## src/rtl/noise_env_pkg.sv

```systemverilog
// Shared types and helpers for the noise envelope shaper.
package noise_env_pkg;

    typedef enum logic [1:0] {
        IDLE,
        HOLD,
        DECAY
    } state_e;

    function automatic int env_full(input logic loud, input int env_w);
        return loud ? (1 << env_w) - 1 : (1 << (env_w - 1)) - 1;
    endfunction

    function automatic int decay_step(input int env, input int shift);
        return (env >> shift) | 1;
    endfunction

endpackage

```

## src/rtl/tick_divider.sv

```systemverilog
// Tick counter with synchronous clear and a terminal-count pulse.
module tick_divider #(
    parameter int TERM = 4
) (
    input  logic clk,
    input  logic rst,
    input  logic clr_i,
    input  logic en_i,
    output logic tc_o
);

    localparam int W = $clog2(TERM + 1);

    logic [W-1:0] cnt_q;
    logic [W-1:0] cnt_d;

    assign tc_o = en_i && (cnt_q == W'(TERM - 1));

    always_comb begin
        cnt_d = cnt_q;
        if (clr_i) begin
            cnt_d = '0;
        end else if (en_i) begin
            cnt_d = tc_o ? '0 : cnt_q + 1'b1;
        end
    end

    always_ff @(posedge clk) begin
        if (rst) begin
            cnt_q <= '0;
        end else begin
            cnt_q <= cnt_d;
        end
    end

endmodule

```

## src/rtl/noise_envelope_shaper.sv

```systemverilog
// Turns a noise bit into a signed sample with a hold-then-decay envelope.
module noise_envelope_shaper
    import noise_env_pkg::*;
#(
    parameter int SAMPLE_W    = 16,
    parameter int ENV_W       = 8,
    parameter int HOLD_TICKS  = 96,
    parameter int DECAY_DIV   = 48,
    parameter int DECAY_SHIFT = 3
) (
    input  logic                clk,
    input  logic                rst,
    input  logic                clk_12KHz_en,
    input  logic                sound_enable,
    input  logic                noise,
    input  logic                trigger,
    input  logic                loud,
    output logic [SAMPLE_W-1:0] sample,
    output logic                busy
);

    localparam int SH = SAMPLE_W - ENV_W - 1;

    state_e             state_q;
    logic [ENV_W-1:0]   env_q;
    logic [ENV_W-1:0]   env_dec_d;
    logic [ENV_W-1:0]   step_d;
    logic [SAMPLE_W-1:0] mag_d;
    logic               trig_q;
    logic               start;
    logic               hold_tc;
    logic               div_tc;
    logic               cnt_clr;

    assign start   = trigger && !trig_q && sound_enable;
    assign cnt_clr = start || !sound_enable;

    tick_divider #(.TERM(HOLD_TICKS)) u_hold (
        .clk   (clk),
        .rst   (rst),
        .clr_i (cnt_clr),
        .en_i  (clk_12KHz_en && (state_q == HOLD)),
        .tc_o  (hold_tc)
    );

    tick_divider #(.TERM(DECAY_DIV)) u_div (
        .clk   (clk),
        .rst   (rst),
        .clr_i (cnt_clr || hold_tc),
        .en_i  (clk_12KHz_en && (state_q == DECAY)),
        .tc_o  (div_tc)
    );

    always_comb begin
        step_d    = ENV_W'(decay_step(32'(env_q), DECAY_SHIFT));
        env_dec_d = (env_q > step_d) ? env_q - step_d : '0;
        mag_d     = SAMPLE_W'(env_q) << SH;
    end

    // Disable outranks start, and start outranks any hold/decay advance.
    always_ff @(posedge clk) begin
        if (rst) begin
            state_q <= IDLE;
            env_q   <= '0;
            sample  <= '0;
            busy    <= 1'b0;
            trig_q  <= 1'b0;
        end else begin
            trig_q <= trigger;
            if (!sound_enable) begin
                state_q <= IDLE;
                env_q   <= '0;
                sample  <= '0;
                busy    <= 1'b0;
            end else begin
                if (clk_12KHz_en) begin
                    sample <= noise ? mag_d : -mag_d;
                end
                if (start) begin
                    env_q   <= ENV_W'(env_full(loud, ENV_W));
                    state_q <= HOLD;
                    busy    <= 1'b1;
                end else begin
                    unique case (state_q)
                        IDLE: begin
                            env_q <= '0;
                        end
                        HOLD: begin
                            if (hold_tc) begin
                                state_q <= DECAY;
                            end
                        end
                        DECAY: begin
                            if (div_tc) begin
                                env_q <= env_dec_d;
                                if (env_dec_d == '0) begin
                                    state_q <= IDLE;
                                    busy    <= 1'b0;
                                end
                            end
                        end
                        default: begin
                            state_q <= IDLE;
                            env_q   <= '0;
                            busy    <= 1'b0;
                        end
                    endcase
                end
            end
        end
    end

endmodule

```

## config.mk

```make
export PLATFORM = sky130hd
export DESIGN_NAME = noise_envelope_shaper
export DESIGN_NICKNAME = d
export VERILOG_FILES = /design/src/rtl/noise_env_pkg.sv /design/src/rtl/tick_divider.sv /design/src/rtl/noise_envelope_shaper.sv
export SDC_FILE = /design/constraint.sdc
export NUM_CORES = 1
export LEC_CHECK = 0
export CORE_MARGIN = 2
export CORE_UTILIZATION = 45
export CTS_CLUSTER_SIZE = 14
export DETAILED_ROUTE_END_ITERATION = 16
export HOLD_SLACK_MARGIN = 0.08
export MAX_ROUTING_LAYER = met4
export PLACE_DENSITY = 0.67
export SLEW_MARGIN = 20
export SYNTH_ARGS = -nofsm -noshare
export SYNTH_HDL_FRONTEND = slang
export SYNTH_HIERARCHICAL = 1
export SYNTH_SLANG_ARGS = --single-unit
```

## constraint.sdc

```tcl
create_clock -name clk -period 3.2 [get_ports clk]
set_clock_uncertainty 0.1 [all_clocks]
set_input_delay 0.32 -clock clk [delete_from_list [all_inputs] [get_ports clk]]
set_output_delay 0.32 -clock clk [all_outputs]
set_load 0.02 [all_outputs]
```

==> out/metrics.csv <==
metric,value,unit
crit_chain,"inv_1, fa_1, and2b_2, o211ai_2, a21oi_4, nand3_1, and3_1, nor4_1",
hold_ws,0.3881,ns
avgViaCountPerCell,5.639,
die_area,0.005201,mm2
slowest_delay,0.47,ns
clockPowerShare,40.6,%
dr.pass1.iters,5,
vias,1765,
area_delta_synth_final,13.54,%
final_core_util,53.71,%
max_freq,401.0,MHz
cp_top_family,simple AND/OR/NAND/NOR gates,
cp_max_fo,8,
syn_avg_cell_area,8.558,um2
swShare,24.27,%
ir_drop,0.2558,mV
placed_cells,305,
synth_edf_count,0,
worstMarginPinSlew,0.7419,ns
drc,0,
numCtsBuffers,5,
grt-ovfl-total,0,
netlist_instances,244,
htreeDepth,2,
power_frac_seq,46.6,%
clk_pin_slew,0.07,ns
power_switching,0.0002286,W
dp_hpwl,3110,um
min_period_over_period,77.94,%
p_comb_share,12.8,%
slew_headroom,50.54,%
grt_pass1_vias,1608,
layout_min_cycle_time,2.494,ns
path_buf_inv,1,
ys_seq_area_share,32.59,%
yosysWarnings,6,
setup_viol,0,
ys_seq_elements,34,
wirelength,4158,um
tns,0,ns
power,0.0009417,W
start_util,47.31,%
chipWidth,72.12,um
async_flop_share,0,%
final_hold_viol_count,0,
cts_buffer_depth,2,
cts_num_sinks,34,
num_antenna_cells,0,
cts_root_buf,clkbuf_8,
hold_class,reg2reg,
num-fill-cells,403,
die_h,72.12,um
grt.total_usage,18.03,%
rsz0062_at_grt,no,
drtIter0Drc,80,
wl_per_cell,13.28,um
p_int,0.0007132,W
ys_types,59,
required,3.29,ns
ant_nets,0,
crit_path_end_kind,flop,
clkLatencyLatePin,0.28,ns
p_per_area,397.2,mW/mm2
status,completed,
drv_slew,0,
routabilityCongestion,0.8650,
core_region_area,0.004414,mm2
antenna_found_initial,0,
final_nets,276,
ios,24,
cap_violations,0,
synth_area,0.002088,mm2
hold_buffers,0,
post_cts_resized,0,
cts_tree,yes,
p_leak,0.8341,nW
ys.flop_type,dfxtp_1,
slowest_stage,fa_1,
num_rows,24,
grt_max_degree,21,
critPathKind,reg2reg,
startpoint_type,flop,
postCtsSetupRepairBufs,0,
grt_first_pass_wirelength,7182,um
ff2ff_setup_slack,0.71,ns
crit_arrival,2.58,ns
fin_cells,313,
drive_above_1_share,9.195,%
io_buffers,16,
metrics by stage:
step,worst slack (ns),cell area [um2]
detailed placement,0.6777,2265
global route,0.5315,2371
finish,0.7060,2371
global placement,0.7079,2265
floorplan,0.4876,2111
CTS,0.7108,2371
cell usage after synthesis (2+ instances only):
library cell,count,share of area (%)
nor3_1,6,1.4
mux2i_1,9,4.3
o22ai_1,3,0.90
buf_4,8,2.9
o211ai_1,3,1.1
a311oi_1,2,0.84
nand3b_1,2,0.72
inv_2,2,0.36
nor2b_1,3,0.90
nor3b_1,2,0.72
and2b_1,2,0.72
xnor2_1,7,2.9
nor2_1,28,5.0
o211ai_2,2,1.2
o41ai_1,2,0.84
nand4_1,6,1.8
inv_1,12,2.2
ha_1,8,4.8
and3_1,2,0.60
o21ai_1,3,0.72
nand3_1,7,1.7
nand2_1,13,2.3
a31oi_1,7,2.1
clkbuf_1,5,0.90
a21oi_1,8,1.9
or3_1,5,1.5
a222oi_1,2,0.96
buf_2,3,0.72
xor2_1,5,2.1
o21ai_0,6,1.4
a211oi_1,3,1.1
nand2b_1,6,1.8
dfxtp_1,34,33
or2_1,3,0.90
power by group through the flow:
stage,clock (W),sequential [W],combinational (W)
after global routing,0.000411,0.000440,0.000133
final,0.000382,0.000439,0.000121
after global placement,0,0.000448,0.000119
after CTS,0.000394,0.000439,0.000121
after detailed placement,0,0.000448,0.000120
after floorplan,0,0.000451,0.0000904
path summary, 6_finish.rpt:
| check | cells past startpoint | startpoint | end |
|---|---|---|---|
| hold / removal | 2 | sample[10] | sample[10] |
| setup reg to reg | 8 | env_q[0] | env_q[7] |
| setup / recovery | 8 | env_q[0] | env_q[7] |
| hold reg to reg | 2 | sample[10] | sample[10] |
worst register-to-register path: stages (launching register included):
cell and delay [ns]:
dfxtp_1 0.46, inv_1 0.16, fa_1 0.47, and2b_2 0.26, o211ai_2 0.16, a21oi_4 0.26, nand3_1 0.10, and3_1 0.20
nor4_1 0.23
cell type report:
cell class / instances / area (um2) / area share [%]
multi-input combinational: 186 / 1284 / 54.14
sequential: 34 / 680.7 / 28.71
timing repair buffer: 19 / 182.7 / 7.704
clock inverter: 1 / 30.03 / 1.266
inverter: 14 / 52.55 / 2.216
clock buffer: 7 / 76.32 / 3.219
tap: 52 / 65.06 / 2.744
kinds of logic (layout without fill, tap and decap cells):
| family | after synthesis | count (layout) | synth area share [%] |
|---|---|---|---|
| buffers and inverters | 30 | 41 | 7.010 |
| other | 1 | 7 | 0.1796 |
| multiplexers | 9 | 9 | 4.314 |
| XOR/XNOR | 12 | 12 | 5.033 |
| flip-flops | 34 | 34 | 32.59 |
| adder cells (fa/ha/maj) | 9 | 9 | 5.752 |
| AO/OA/AOI/OAI | 53 | 53 | 18.81 |
| AND/OR/NAND/NOR | 96 | 96 | 26.30 |
layer usage:
metal  part of all wire, %  global-route usage [%]  wire (um)  up-vias
met5                     0                       -          0        -
met2                    44                   27.22       1818       56
li1                      -                       -          -      896
met4                   1.4                   7.966         59        0
met1                    48                   22.84       2016      806
met3                   6.3                   4.444        264        7
flip-flops by register name, indices dropped and copies added (netlist names):
signal / flops
trig_q: 1
state_q: 2
u_hold/cnt_q: 7
env_q: 8
busy: 1
u_div/cnt_q: 6
sample: 9
cell usage in the layout, fill, tap and decap left out, types with 3 or more instances in the layout:
master / n
a21oi_1: 8
nand3_1: 7
a211oi_1: 3
nor3_1: 6
clkbuf_8: 5
nor2b_1: 3
xnor2_1: 7
o21ai_1: 3
buf_4: 3
o22ai_1: 3
nand4_1: 6
dfxtp_1: 34
a31oi_1: 7
clkdlybuf4s50_1: 16
xor2_1: 5
ha_1: 8
conb_1: 7
or2_1: 3
mux2i_1: 9
o21ai_0: 6
nor2_1: 28
nand2b_1: 6
nand2_1: 13
inv_1: 12
o211ai_1: 3
or3_1: 5
Power figures use the tool's default switching activity.
